--- config.mk ---
export PLATFORM = sky130hd
export DESIGN_NAME = alu_181_seq
export DESIGN_NICKNAME = d
export VERILOG_FILES = /design/src/rtl/alu_181_seq.sv
export SDC_FILE = /design/constraint.sdc
export NUM_CORES = 1
export LEC_CHECK = 0
export ABC_AREA = 1
export BUFFER_PORTS_ARGS = -buffer_cell sky130_fd_sc_hd__buf_2
export CAP_MARGIN = 20
export CORE_MARGIN = 2
export CORE_UTILIZATION = 59
export DETAILED_ROUTE_END_ITERATION = 10
export GPL_ROUTABILITY_DRIVEN = 0
export PLACE_DENSITY = 0.84
export SYNTH_ARGS = -nofsm -noshare
export SYNTH_HDL_FRONTEND = slang
export SYNTH_SLANG_ARGS = --single-unit
--- constraint.sdc ---
create_clock -name clk -period 6.1 [get_ports clk]
set_input_delay 1.22 -clock clk [delete_from_list [all_inputs] [get_ports clk]]
set_output_delay 1.22 -clock clk [all_outputs]
set_load 0.02 [all_outputs]
--- src/rtl/alu_181_seq.sv ---
// rtl/alu_181_seq.sv - slice-serial 74181-style ALU (optional flags: ALU_FLAGS_EN)
module alu_181_seq #(
    parameter int WIDTH = 16,
    parameter int SLICE = 4
) (
    input  logic             clk,
    input  logic             rst,
    input  logic             in_valid,
    output logic             in_ready,
    input  logic [WIDTH-1:0] a,
    input  logic [WIDTH-1:0] b,
    input  logic [3:0]       s,
    input  logic             m,
    input  logic             cn,
    output logic [WIDTH-1:0] f,
    output logic             co_n,
    output logic             aeqb,
    output logic             out_valid,
    input  logic             out_ready
`ifdef ALU_FLAGS_EN
    ,
    output logic             zero,
    output logic             neg,
    output logic             ovf
`endif
);

    localparam int NSLICE = WIDTH / SLICE;
    localparam int IW     = (NSLICE > 1) ? $clog2(NSLICE) : 1;

    typedef enum logic [1:0] {
        IDLE = 2'd0,
        RUN  = 2'd1,
        DONE = 2'd2
    } state_t;

    state_t           state_q;
    logic [WIDTH-1:0] a_q;
    logic [WIDTH-1:0] b_q;
    logic [3:0]       s_q;
    logic             m_q;
    logic             carry_q;
    logic [IW-1:0]    idx_q;
    logic [WIDTH-1:0] f_q;
    logic             co_n_q;

    logic [WIDTH-1:0] x_full;
    logic [WIDTH-1:0] y_full;
    logic [SLICE-1:0] x_sl;
    logic [SLICE-1:0] y_sl;
    logic [SLICE:0]   sum_sl;
    logic [SLICE-1:0] res_sl;
    logic [WIDTH-1:0] f_d;
    logic             last_slice;

`ifdef ALU_FLAGS_EN
    logic zero_q;
    logic neg_q;
    logic ovf_q;
    logic ovf_d;
`endif

    // 74181 propagate/generate-style operand terms over the captured operands
    always_comb begin
        x_full = a_q | (s_q[0] ? b_q : '0) | (s_q[1] ? ~b_q : '0);
        y_full = (s_q[2] ? (a_q & ~b_q) : '0) | (s_q[3] ? (a_q & b_q) : '0);
    end

    // Current slice: select, add with rippled carry or apply logic function
    always_comb begin
        x_sl       = x_full[idx_q*SLICE +: SLICE];
        y_sl       = y_full[idx_q*SLICE +: SLICE];
        sum_sl     = {1'b0, x_sl} + {1'b0, y_sl} + {{SLICE{1'b0}}, carry_q};
        res_sl     = m_q ? ~(x_sl ^ y_sl) : sum_sl[SLICE-1:0];
        last_slice = (idx_q == IW'(NSLICE - 1));
        f_d        = f_q;
        f_d[idx_q*SLICE +: SLICE] = res_sl;
    end

`ifdef ALU_FLAGS_EN
    // Overflow: carry into MSB (recovered from the MSB sum bit) xor carry out
    always_comb begin
        ovf_d = ~m_q & (x_sl[SLICE-1] ^ y_sl[SLICE-1] ^ sum_sl[SLICE-1] ^ sum_sl[SLICE]);
    end
`endif

    // Control FSM with operand capture and slice-serial result accumulation
    always_ff @(posedge clk) begin
        if (rst) begin
            state_q <= IDLE;
            a_q     <= '0;
            b_q     <= '0;
            s_q     <= '0;
            m_q     <= 1'b0;
            carry_q <= 1'b0;
            idx_q   <= '0;
            f_q     <= '0;
            co_n_q  <= 1'b1;
`ifdef ALU_FLAGS_EN
            zero_q  <= 1'b0;
            neg_q   <= 1'b0;
            ovf_q   <= 1'b0;
`endif
        end else begin
            case (state_q)
                IDLE: begin
                    if (in_valid) begin
                        a_q     <= a;
                        b_q     <= b;
                        s_q     <= s;
                        m_q     <= m;
                        carry_q <= ~cn;
                        idx_q   <= '0;
                        state_q <= RUN;
                    end
                end
                RUN: begin
                    f_q     <= f_d;
                    carry_q <= sum_sl[SLICE];
                    idx_q   <= idx_q + 1'b1;
                    if (last_slice) begin
                        co_n_q  <= m_q ? 1'b1 : ~sum_sl[SLICE];
`ifdef ALU_FLAGS_EN
                        zero_q  <= (f_d == '0);
                        neg_q   <= f_d[WIDTH-1];
                        ovf_q   <= ovf_d;
`endif
                        state_q <= DONE;
                    end
                end
                DONE: begin
                    if (out_ready) begin
                        state_q <= IDLE;
                    end
                end
                default: state_q <= IDLE;
            endcase
        end
    end

    // Output mapping; in_ready is masked by reset so nothing is taken during it
    always_comb begin
        in_ready  = (state_q == IDLE) && !rst;
        out_valid = (state_q == DONE);
        f         = f_q;
        co_n      = co_n_q;
        aeqb      = &f_q;
`ifdef ALU_FLAGS_EN
        zero      = zero_q;
        neg       = neg_q;
        ovf       = ovf_q;
`endif
    end

endmodule

* Yosys cells after proc, flatten, opt, wreduce, memory -nomap -nowiden
Cells that the tools add are included.
** Storage, ports and cells
- Register bits :: 59
- Input port bits :: 42
- Output and inout port bits :: 20
- Word-level logic and storage cells :: 57
** Operators by class
- $add $sub $neg :: 4
- Eq/ne operators :: 6
- Shifts and indexed selects :: 4
- Mux-type cells :: 15
- Bitwise logic cells :: 10
- Reductions and logical operators :: 9
** Operators by type and width (number)
- $mux 16 :: 4
- $or 16x16->16 :: 3
- $neg 4->34 :: 1
- $shift 4x34->16 const A :: 1
- $shiftx 4x34->16 :: 1
- $and 16x16->16 :: 2
- $shiftx 16x5->4 :: 2
- $bwmux 16 :: 1
- $not 16->16 :: 1
- $reduce_and 16->1 :: 1
- $mux 2 :: 4
- $pmux 2 s3 :: 1
- $reduce_and 2->1 :: 3
- $add 4x4->5 :: 1
- $add 5x1->5 :: 1
- $eq 2x2->1 const B :: 2
- $mux 4 :: 1
- $ne 2x2->1 const B :: 2
- $not 4->4 :: 1
- $pmux 2 s2 :: 1
- $xor 4x4->4 :: 1
- $reduce_and 3->1 :: 1
- $add 2x1->2 const B :: 1
- $eq 2x1->1 const B :: 1
- other kinds (8) :: 10

* Depth between registers and ports, before layout
- Depth after elaboration :: 10
- Depth in mapped cells :: 16
- Depth with buffers taken out :: 15

* Worst setup path after synthesis
OpenSTA, ideal clock, no wires.
- Kind :: input to output
- From :: input port rst
- To :: output port in_ready
- Arrival time :: 1.712 ns
- Data required time :: 4.880 ns
- Slack :: 3.168 ns
- Cell stages on the path :: 2
- Path buffers :: 1
- Cell sequence :: clkbuf_1 nor2_1
** On the way
- Cells in the longest elaborated chain, start to end :: 2
** RTL lines
- start, declared :: line 7 : input logic rst,
- $logic_not 1->1 :: line 143 : in_ready = (state_q == IDLE) && !rst;
- $logic_and 1x1->1 :: line 143
- end, declared :: line 9 : output logic in_ready,
No other way between the ends.

* Final worst setup path
- From :: register idx_q[0]
- To :: register f_q[5], in the netlist f[5]
** On the way
- Cells in the longest elaborated chain, start to end :: 6
- Elaborated cells on any way between the ends :: 11
- Classes of those cells :: 3 x add/sub; 4 x shift; 2 x mux; 2 x bitwise
** RTL lines
- start, declared :: line 43 : logic [IW-1:0] idx_q;
- start signal, assigned :: line 120 : idx_q <= idx_q + 1'b1;
- $shiftx 16x5->4 (on tied branches) :: line 71, 72
- $add 4x4->5 or $xor 4x4->4 (tied branches) :: line 73, 74
- $add 5x1->5 or $not 4->4 (tied branches) :: line 73, 74
- $mux 4 :: line 74 : res_sl = m_q ? ~(x_sl ^ y_sl) : sum_sl[SLICE-1:0];
- $shiftx 4x34->16 :: line 77 : f_d[idx_q*SLICE +: SLICE] = res_sl;
- $bwmux 16 (*) :: line 77
- end signal, assigned :: line 97 : f_q <= '0;
- end signal, assigned :: line 118 : f_q <= f_d;
- end, declared :: line 44 : logic [WIDTH-1:0] f_q;
Every way passes the cells marked *; elsewhere a longest branch is shown, timed or not.
A chain may end at the register's enable or synchronous reset.

==> impl_summary.md <==
Status
The flow ran to the end, and the final reports show no timing, DRC or antenna violations.

Clocking
Buffers added to address setup during post-CTS repair amount to 0. The number of buffers between clock root and the deepest sink is 2. The clock drives 59 sinks. Counting the buffers created by CTS gives 9.

The clock latency on the worst-skew pair is 0.35 ns. The root cell of the clock tree is clkbuf_8. The count of cells resized by post-cts repair is 0. After clock tree synthesis, the flow added hold-fix buffers numbering 0. The H-tree was split into 3 levels. Clock-pin slew was measured on the worst setup and hold paths at 0.07 ns. TritonCTS built the clock tree.

Worst hold path
The end point of the most critical hold path is co_n$_SDFFE_PP1P_. In this run the most critical hold path is launched from co_n$_SDFFE_PP1P_. The type of the worst min-delay path is register to register. The worst hold path passes through 2 cells.

Pwr
Total power for the finished layout comes to 0.966 mW. Of the total power, the clock network draws 0.358. IR analysis of the VDD net gives a maximum drop of 0.000170 V. The total internal power is 0.674 mW.

The proportion of power drawn by flip-flops and latches is 0.458. The switching power summed over all nets is 0.292 mW. Of the total power, combinational logic draws 0.183. For this design the ratio of total power to cell area is 273 mW/mm2.

The reported leakage power is 1.54 nW. Of the total power, the share spent switching nets is 0.302.

Timing
The total count of max-transition violations in the final report is 0. Of the available clock period, the critical path in the final layout requires 0.552. Between clock sinks in the finished design, the worst skew comes to 0.00799 ns. The final setup violation count is 0.

At the pin with the least slew margin, the transition time is 0.909 ns. Based on the critical path, the design can be clocked at up to 297 MHz. Setup repair after global routing left no endpoint under its margin. The final sum of negative setup slack is 0 ns. The max-slew headroom at the worst pin is 0.393. Counting I/O delays and the setup requirement, the final critical path takes 3.37 ns.

The number of hold-slack violations in the final timing report was 0.

GRT
In the global route stage, overall resource usage came out at 0.264. The initial antenna violation count is 0. The total global routing overflow is 0. The number of global-route vias before repair is 2804. Entering global routing, the biggest net connects 55 pins. The first global-routing pass estimated 12600 um of wire.

Layout
In the layout the commonest cells are nor2_1 (63), buf_2 (61), o21ai_0 (60). The number of antenna diodes in the final layout is 0. Summing all multi-input logic gate instances after layout gives 0.00163 mm2. Relative to the synthesized area, the layout overhead comes to 15.4%. The layout has 447 filler cells. The net count of the finished layout is 527. Leaving out fill and tap cells, the most frequent cell in the layout is nor2_1. In the final layout, the share of cells above drive strength 1 is 0.182. The footprint of the flip-flops and latches is 0.00118 mm2.

Setup path
The cell at the slowest stage of the critical path is dfxtp_1. In this run the register-to-register setup slack is 2.73 ns. STA classifies the critical path endpoint as a register. The critical path goes through inv_2 -> a21oi_1 -> o211ai_1 -> nand3_1 -> nand2_1 -> fa_1 -> fa_1 -> nand2_1 -> o21ai_0 -> nand2_1 -> nor2_1 -> a22oi_1 -> nor2_1. The category of the most critical setup path is register to register.

The required time reported for the critical path endpoint is 6.39 ns. The family with the most delay on the worst path is adder cells. The delay of the slowest cell on the worst path is 0.85 ns. At the worst endpoint, the arrival time is 3.65 ns. The dominant cell type by count on the critical path is nand2_1. The worst register-to-register path begins at idx_q[0]$_SDFFE_PP0P_. The worst register-to-register path has a depth of 13. The launching element type of the critical path is a register.

Counting both buffers and inverters, the worst setup path holds a total of 1. The worst register-to-register path ends at f[5]$_SDFFE_PP0P_. Of all nets on the critical path, the largest fanout is 26.

Floorplanning
The floorplan step defined a die boundary enclosing 0.00578 mm2. The die is 76.0 um tall. 62 I/O pins were placed. The floorplan has 26 rows. The initial utilization of the core area, before any placement, comes to 0.607. In this run the standard cell core region covers 0.00504 mm2. From left edge to right edge, the die measures 76.0 um.

Synth
The total of flip-flops plus latches after synthesis is 59. In this run the cell area of the synthesized design comes to 0.00306 mm2. The number of different library cells used by synthesis comes to 35.

Counting every net in the synthesized netlist gives 478. Dividing the synthesized area by the synthesized cell count gives 7.22 um2. Yosys printed 0 warnings.

The instance count of the mapped netlist is 424. The share of the Yosys chip area taken by registers is 0.386.

Place
The detailed-placement wirelength estimate is 5020 um. Buffers placed on the I/O ports in this run total 61.

Route
In the final routed layout, each cell accounts on average for 13.2 um. After the first detailed-routing iteration, the DRC count stood at 259. The aggregate routed wire length is 7240 um. The first detailed-routing pass took 4 iterations.

The detailed router placed 3039 vias in this run. In the routed design, unresolved DRC markers number 0. The via-per-instance ratio is 5.56. The detail route stage leaves a number of antenna-violating nets equal to 0.

Flow run
The number of maximum-capacitance violations is 0.
worst register-to-register path, cell delays in order, from the launching register on:
cell and delay (ns):
dfxtp_1 0.85, inv_2 0.40, a21oi_1 0.22, o211ai_1 0.10, nand3_1 0.09, nand2_1 0.11, fa_1 0.45, fa_1 0.50
nand2_1 0.05, o21ai_0 0.15, nand2_1 0.09, nor2_1 0.14, a22oi_1 0.09, nor2_1 0.09
kinds of logic (layout without fill, tap and decap cells):
| kind of cell | after synthesis | after routing | synth area share |
|---|---|---|---|
| buf+inv | 58 | 111 | 0.0830 |
| fa+ha+maj | 12 | 12 | 0.0539 |
| flops | 59 | 59 | 0.386 |
| compound gates | 139 | 139 | 0.253 |
| simple gates | 156 | 156 | 0.224 |
Yosys cell counts (all sizes together):
library cell  instances  area share
a21oi                52       0.085
o21bai                1      0.0025
nor2                 67       0.092
o21a                  1      0.0025
a211oi                1      0.0025
nand3                11       0.018
o31ai                 4      0.0098
inv                  33       0.041
nor4                  2      0.0090
clkinv                2      0.0025
clkbuf                8       0.010
o2111ai               4       0.011
or2                   1      0.0020
a31oi                 1      0.0020
buf                  15       0.029
o21ai                60       0.098
nor3                  9       0.015
nand2                58       0.073
o211ai                5       0.012
ha                   10       0.041
o221ai                6       0.017
nand4                 8       0.016
fa                    2       0.013
a22oi                 4      0.0098
dfxtp                59        0.39
worst max path at each step:
stage | startpoint | endpoint | slack, ns | depth (start not counted)
final | idx_q[0]$_SDFFE_PP0P_ | f[5]$_SDFFE_PP0P_ | 2.73 | 13
after global routing | idx_q[0]$_SDFFE_PP0P_ | f[5]$_SDFFE_PP0P_ | 2.36 | 13
after CTS | idx_q[0]$_SDFFE_PP0P_ | f[5]$_SDFFE_PP0P_ | 2.76 | 13
after detailed placement | idx_q[0]$_SDFFE_PP0P_ | f[5]$_SDFFE_PP0P_ | 2.79 | 13
after global placement | idx_q[0]$_SDFFE_PP0P_ | f[5]$_SDFFE_PP0P_ | 2.84 | 13
after floorplan | rst | in_ready | 3.17 | 2
registers in the layout (all words and copies together) (netlist names):
name and count:
s_q 4, f 16, carry_q 1, m_q 1
a_q 16, state_q 2, b_q 16, co_n 1
idx_q 2
stage by stage:
step           worst slack (ns)   util  hold slack, ns  area (um2)  instances
2_1_floorplan              3.17      -           0.450        3060        424
3_3_place_gp               2.84  0.661           0.440        3330        532
3_5_place_dp               2.79  0.661           0.460        3330        532
4_1_cts                    2.76  0.700           0.475        3530        547
5_1_grt                    2.36  0.700           0.501        3530        547
6_report                   2.73  0.700           0.472        3530        547
layer usage:
layer / share of wire / GRT usage / wire (um) / vias up
met1: 0.45 / 0.340 / 3270 / 1380
met2: 0.47 / 0.435 / 3380 / 104
met4: 0.015 / 0.115 / 111 / 0
li1: - / - / - / 1540
met5: 0 / 0 / 0 / -
met3: 0.067 / 0.0509 / 486 / 15
cell type report:
cell class / count / share of cell area
Multi-Input combinational cell: 307 / 0.461
Clock buffer: 14 / 0.0546
Clock inverter: 1 / 0.00142
Tap cell: 70 / 0.0248
Timing Repair Buffer: 61 / 0.0864
Sequential cell: 59 / 0.334
Inverter: 35 / 0.0379
power by group through the flow:
stage | registers [mW] | logic (mW) | clock network, mW
6_report | 0.443 | 0.177 | 0.346
5_1_grt | 0.446 | 0.203 | 0.366
4_1_cts | 0.442 | 0.176 | 0.348
3_5_place_dp | 0.450 | 0.173 | 0
3_3_place_gp | 0.449 | 0.168 | 0
2_1_floorplan | 0.437 | 0.141 | 0
Power figures use the tool's default switching activity.
